--- config.mk ---
export PLATFORM = sky130hd
export DESIGN_NAME = pixel_scanner_v11
export DESIGN_NICKNAME = d
export VERILOG_FILES = /design/src/rtl/pixel_scanner_v11.sv
export SDC_FILE = /design/constraint.sdc
export NUM_CORES = 1
export LEC_CHECK = 0
export BUFFER_PORTS_ARGS = -buffer_cell sky130_fd_sc_hd__buf_2
export CORE_ASPECT_RATIO = 1.2
export CORE_MARGIN = 4
export CORE_UTILIZATION = 35
export DETAILED_ROUTE_END_ITERATION = 8
export PLACE_DENSITY_LB_ADDON = 0.05
export SLEW_MARGIN = 20
export SYNTH_ARGS = -nofsm -noshare
export SYNTH_HDL_FRONTEND = slang
export SYNTH_SLANG_ARGS = --single-unit
--- constraint.sdc ---
create_clock -name clk -period 4.1 [get_ports clk]
set_input_delay 0.41 -clock clk [delete_from_list [all_inputs] [get_ports clk]]
set_output_delay 0.41 -clock clk [all_outputs]
set_load 0.005 [all_outputs]
--- src/rtl/pixel_scanner_v11.sv ---
// +----------------------------------------------------------------------------+
// | Module      : pixel_scanner_v11                                            |
// | Description : Frame timing generator for a small ROIC pixel array:         |
// |               fsync pulse, integration window, row-major readout, gap.     |
// | Revision    : 1.0 - initial release                                        |
// +----------------------------------------------------------------------------+
`default_nettype none

module pixel_scanner_v11 #(
  parameter int ROWS      = 3,
  parameter int COLS      = 3,
  parameter int FSYNC_LEN = 1,
  parameter int INTG_LEN  = 10,
  parameter int PIXEL_LEN = 2,
  parameter int GAP_LEN   = 2
) (
  input  logic       clk,
  input  logic       master_rst,
  output logic       fsync,
  output logic       intg,
  output logic [2:0] row,
  output logic [2:0] col
);

  typedef enum logic [2:0] {
    S_IDLE  = 3'd0,
    S_FSYNC = 3'd1,
    S_INTG  = 3'd2,
    S_READ  = 3'd3,
    S_GAP   = 3'd4
  } state_t;

  localparam logic [15:0] c_fsync_last = 16'(FSYNC_LEN - 1);
  localparam logic [15:0] c_intg_last  = 16'(INTG_LEN - 1);
  localparam logic [15:0] c_pixel_last = 16'(PIXEL_LEN - 1);
  localparam logic [15:0] c_gap_last   = 16'(GAP_LEN - 1);
  localparam logic [2:0]  c_rows       = 3'(ROWS);
  localparam logic [2:0]  c_cols       = 3'(COLS);

  state_t      r_state;
  logic [15:0] r_cnt;

  // Outputs are assigned together with the state they belong to, so they are
  // valid in the same cycle the FSM enters that state.
  always_ff @(posedge clk or negedge master_rst) begin
    if (!master_rst) begin
      r_state <= S_IDLE;
      r_cnt   <= '0;
      fsync   <= 1'b0;
      intg    <= 1'b0;
      row     <= '0;
      col     <= '0;
    end else begin
      case (r_state)
        S_IDLE: begin
          r_state <= S_FSYNC;
          r_cnt   <= '0;
          fsync   <= 1'b1;
        end
        S_FSYNC: begin
          if (r_cnt == c_fsync_last) begin
            r_state <= S_INTG;
            r_cnt   <= '0;
            fsync   <= 1'b0;
            intg    <= 1'b1;
          end else begin
            r_cnt <= r_cnt + 16'd1;
          end
        end
        S_INTG: begin
          if (r_cnt == c_intg_last) begin
            r_state <= S_READ;
            r_cnt   <= '0;
            intg    <= 1'b0;
            row     <= 3'd1;
            col     <= 3'd1;
          end else begin
            r_cnt <= r_cnt + 16'd1;
          end
        end
        S_READ: begin
          if (r_cnt == c_pixel_last) begin
            r_cnt <= '0;
            if (col == c_cols) begin
              if (row == c_rows) begin
                r_state <= S_GAP;
                row     <= '0;
                col     <= '0;
              end else begin
                row <= row + 3'd1;
                col <= 3'd1;
              end
            end else begin
              col <= col + 3'd1;
            end
          end else begin
            r_cnt <= r_cnt + 16'd1;
          end
        end
        S_GAP: begin
          if (r_cnt == c_gap_last) begin
            r_state <= S_FSYNC;
            r_cnt   <= '0;
            fsync   <= 1'b1;
          end else begin
            r_cnt <= r_cnt + 16'd1;
          end
        end
        default: begin
          r_state <= S_IDLE;
          r_cnt   <= '0;
          fsync   <= 1'b0;
          intg    <= 1'b0;
          row     <= '0;
          col     <= '0;
        end
      endcase
    end
  end

endmodule

`default_nettype wire

==> flow_metrics.env <==
export IMPL_synth_simple_area_share_pct=22.81
export IMPL_async_flop_share_pct=100.0
export IMPL_io_buffer_count=9
export IMPL_antenna_found_initial=0
export IMPL_max_slew_margin_pct=40.03
export IMPL_synth_adder_area_share_pct=4.532
export IMPL_dp_hpwl_um=2690
export IMPL_rsz0062_at_grt="false"
export IMPL_fin_nets=180
export IMPL_die_area_sq_mm=0.005903
export IMPL_grt_max_degree=28
export IMPL_maxSlewViolCount=0
export IMPL_hold_viol=0
export IMPL_post_cts_resized=0
export IMPL_ant_nets=0
export IMPL_place_congestion=0.7785
export IMPL_firstDrtPassIters=4
export IMPL_drc=0
export IMPL_worstSkewPairLatency_ns=0.28
export IMPL_cap_violations=0
export IMPL_status="complete, no violations"
export IMPL_synthMuxAreaShare_pct=1.284
export IMPL_ys_seq_area_share_pct=40.79
export IMPL_via_per_inst=5.672
export IMPL_clkTransAtPathRegs_ns=0.10
export IMPL_cts_tree="done"
export IMPL_clock_sinks=27
export IMPL_powerDensity_mw_per_mm2=243.9
export IMPL_ctsHoldBuffers=0
export IMPL_synth_flop_cell="dfrtp_1"
export IMPL_dp_cells=225
export IMPL_grt_usage_pct=13.03
export IMPL_diodes=0
export IMPL_cts_htree_levels=1
export IMPL_cts_root_buf="clkbuf_8"
export IMPL_ys_warn_count=0
export IMPL_wl_um=3741
export IMPL_grt_overflow=0
export IMPL_ys_types=49
export IMPL_synth_nets=176
export IMPL_synth_compound_area_share_pct=19.41
export IMPL_min_path_type="in -> async"
export IMPL_path_class="reg -> reg"
export IMPL_ir_drop_v=0.0001029
export IMPL_synth_edf_count=0
export IMPL_start_kind="flip-flop"
export IMPL_synth_seq_cells=27
export IMPL_drt_iter0_markers=89
export IMPL_area_delta_synth_final_pct=6.646
export IMPL_tightest_slew_ns=0.8996
export IMPL_rows=27
export IMPL_die_y_um=83.37
export IMPL_io_pins=10
export IMPL_period_needed_ns=2.271
export IMPL_cts_made_buffers=3
export IMPL_vias=1299
export IMPL_fp_dieW_um=70.81
export IMPL_synth_top_family_by_area="simple AND/OR/NAND/NOR gates"
export IMPL_start_util_pct=36.06
export IMPL_fin_crit_sh_pct=55.40
export IMPL_setup_violations=0
export IMPL_synth_area_sq_mm=0.001657
export IMPL_tns_ns=0
export IMPL_drive_above_1_share_pct=13.45
export IMPL_grt_pass1_vias=1304
export IMPL_cp_max_fo=18
export IMPL_fin_skew_ns=0.009127
export IMPL_wire_per_inst_um=16.34
export IMPL_cp_data_required_time_ns=4.27
export IMPL_fmax_ghz=0.4403
export IMPL_critPathArrivalTime_ns=2.44
export IMPL_coreArea_sq_mm=0.004594
export IMPL_grt_pass1_wl_um=6251
export IMPL_cts_setup_buffers=0
export IMPL_critPathCaptureType="flip-flop"
export IMPL_synth_xor_area_share_pct=6.344
export IMPL_cts_buffer_depth=2
export IMPL_syn_inst=168
export IMPL_leakagePower_uw=0.0007968
export IMPL_stdcell_count=229
export IMPL_synth_avg_cell_area_sq_um=9.861
-- synth_stat cells (all sizes together) (3+ instances only) --
cell,count,area share [%]
nand2,10,2.3
nor3b,4,1.8
inv,7,1.6
clkbuf,4,0.91
o21ai,5,1.5
buf,6,2.3
dfrtp,27,41
nand4,9,3.8
ha,6,4.5
and3,4,1.5
a22oi,4,1.8
and4,3,1.7
o21a,3,1.4
xor2,11,5.8
nand3,6,1.8
a21oi,15,4.8
nand2b,3,1.1
nor2b,4,1.5
-- routing by layer --
metal | vias to the layer above | part of all wire, % | track usage (%)
met4 | 0 | 1.5 | 4.103
met5 | - | 0 | 0
met3 | 6 | 2.2 | 1.937
met1 | 646 | 44 | 15.72
met2 | 20 | 52 | 23.29
li1 | 627 | - | -
-- through the flow --
step | setup slack, ns | instance area [sq um] | power, uW | hold WS [ns] | utilization [%]
5_1_grt | 1.665 | 1767 | 448.4 | 0.1842 | 38.45
6_report | 1.829 | 1767 | 430.9 | 0.1316 | 38.45
3_5_place_dp | 1.856 | 1720 | 277.6 | 0.4774 | 37.45
4_1_cts | 1.833 | 1767 | 439.7 | 0.1631 | 38.45
2_1_floorplan | 2.304 | 1657 | 271.4 | 0.1144 | -
3_3_place_gp | 1.936 | 1720 | 277.4 | 0.4668 | 37.45
-- cells in the final DEF, fill, tap and decap left out, types with 3 or more instances in the layout --
| master | count |
|---|---|
| ha_1 | 6 |
| a22oi_1 | 4 |
| inv_1 | 7 |
| o21a_1 | 3 |
| nand3_1 | 6 |
| nand2_1 | 10 |
| o21ai_0 | 5 |
| xor2_1 | 11 |
| a21oi_1 | 14 |
| and3_1 | 4 |
| buf_2 | 9 |
| nor3b_1 | 4 |
| dfrtp_1 | 27 |
| nand4_1 | 8 |
| clkbuf_8 | 3 |
| nand2b_1 | 3 |
| nor2b_1 | 4 |
-- flip-flops by register name (all words and copies together) (netlist names) --
signal and cells:
row 3, fsync 1, r_state 3, r_cnt 16, intg 1, col 3
-- power by group --
group / switching, uW / internal (uW)
Clock: 90.9 / 68.4
Sequential: 0 / 266
Combinational: 5.26 / 0.342
-- worst max-delay path: stages, from the launching register on --
cell and delay [ns]:
dfrtp_1 0.68, nor3b_1 0.54, nand2_1 0.53, a211o_1 0.41
-- layout make-up --
cell class	instances	area (sq um)
clock buffers	3	41.29
clock inverters	1	5.005
fillers	486	2828
inverters	7	26.28
multi-input cells	124	900.9
flip-flops and latches	27	675.6
well taps	58	72.57
repair buffers	9	45.04
-- logic make-up (layout without fill, tap and decap cells) --
kind of cell / Yosys count / in the layout
AO/OA/AOI/OAI: 47 / 47
XOR/XNOR: 12 / 12
adder cells (fa/ha/maj): 6 / 6
buffers and inverters: 17 / 20
flip-flops: 27 / 27
multiplexers: 2 / 2
AND/OR/NAND/NOR: 57 / 57
-- path summary, 6_finish.rpt --
| kind | start | to | slack (ns) | depth (start not counted) |
|---|---|---|---|---|
| hold / removal | master_rst | row[2] | 0.13 | 1 |
| min in group clk | row[2] | row[2] | 0.52 | 1 |
| setup / recovery | r_state[0] | intg | 1.83 | 3 |
| hold reg to reg | row[2] | row[2] | 0.52 | 1 |
| max in group asynchronous | master_rst | r_state[0] | 3.55 | 1 |
| setup reg to reg | r_state[0] | intg | 1.83 | 3 |
No activity file was read; power rests on OpenSTA's default activity.
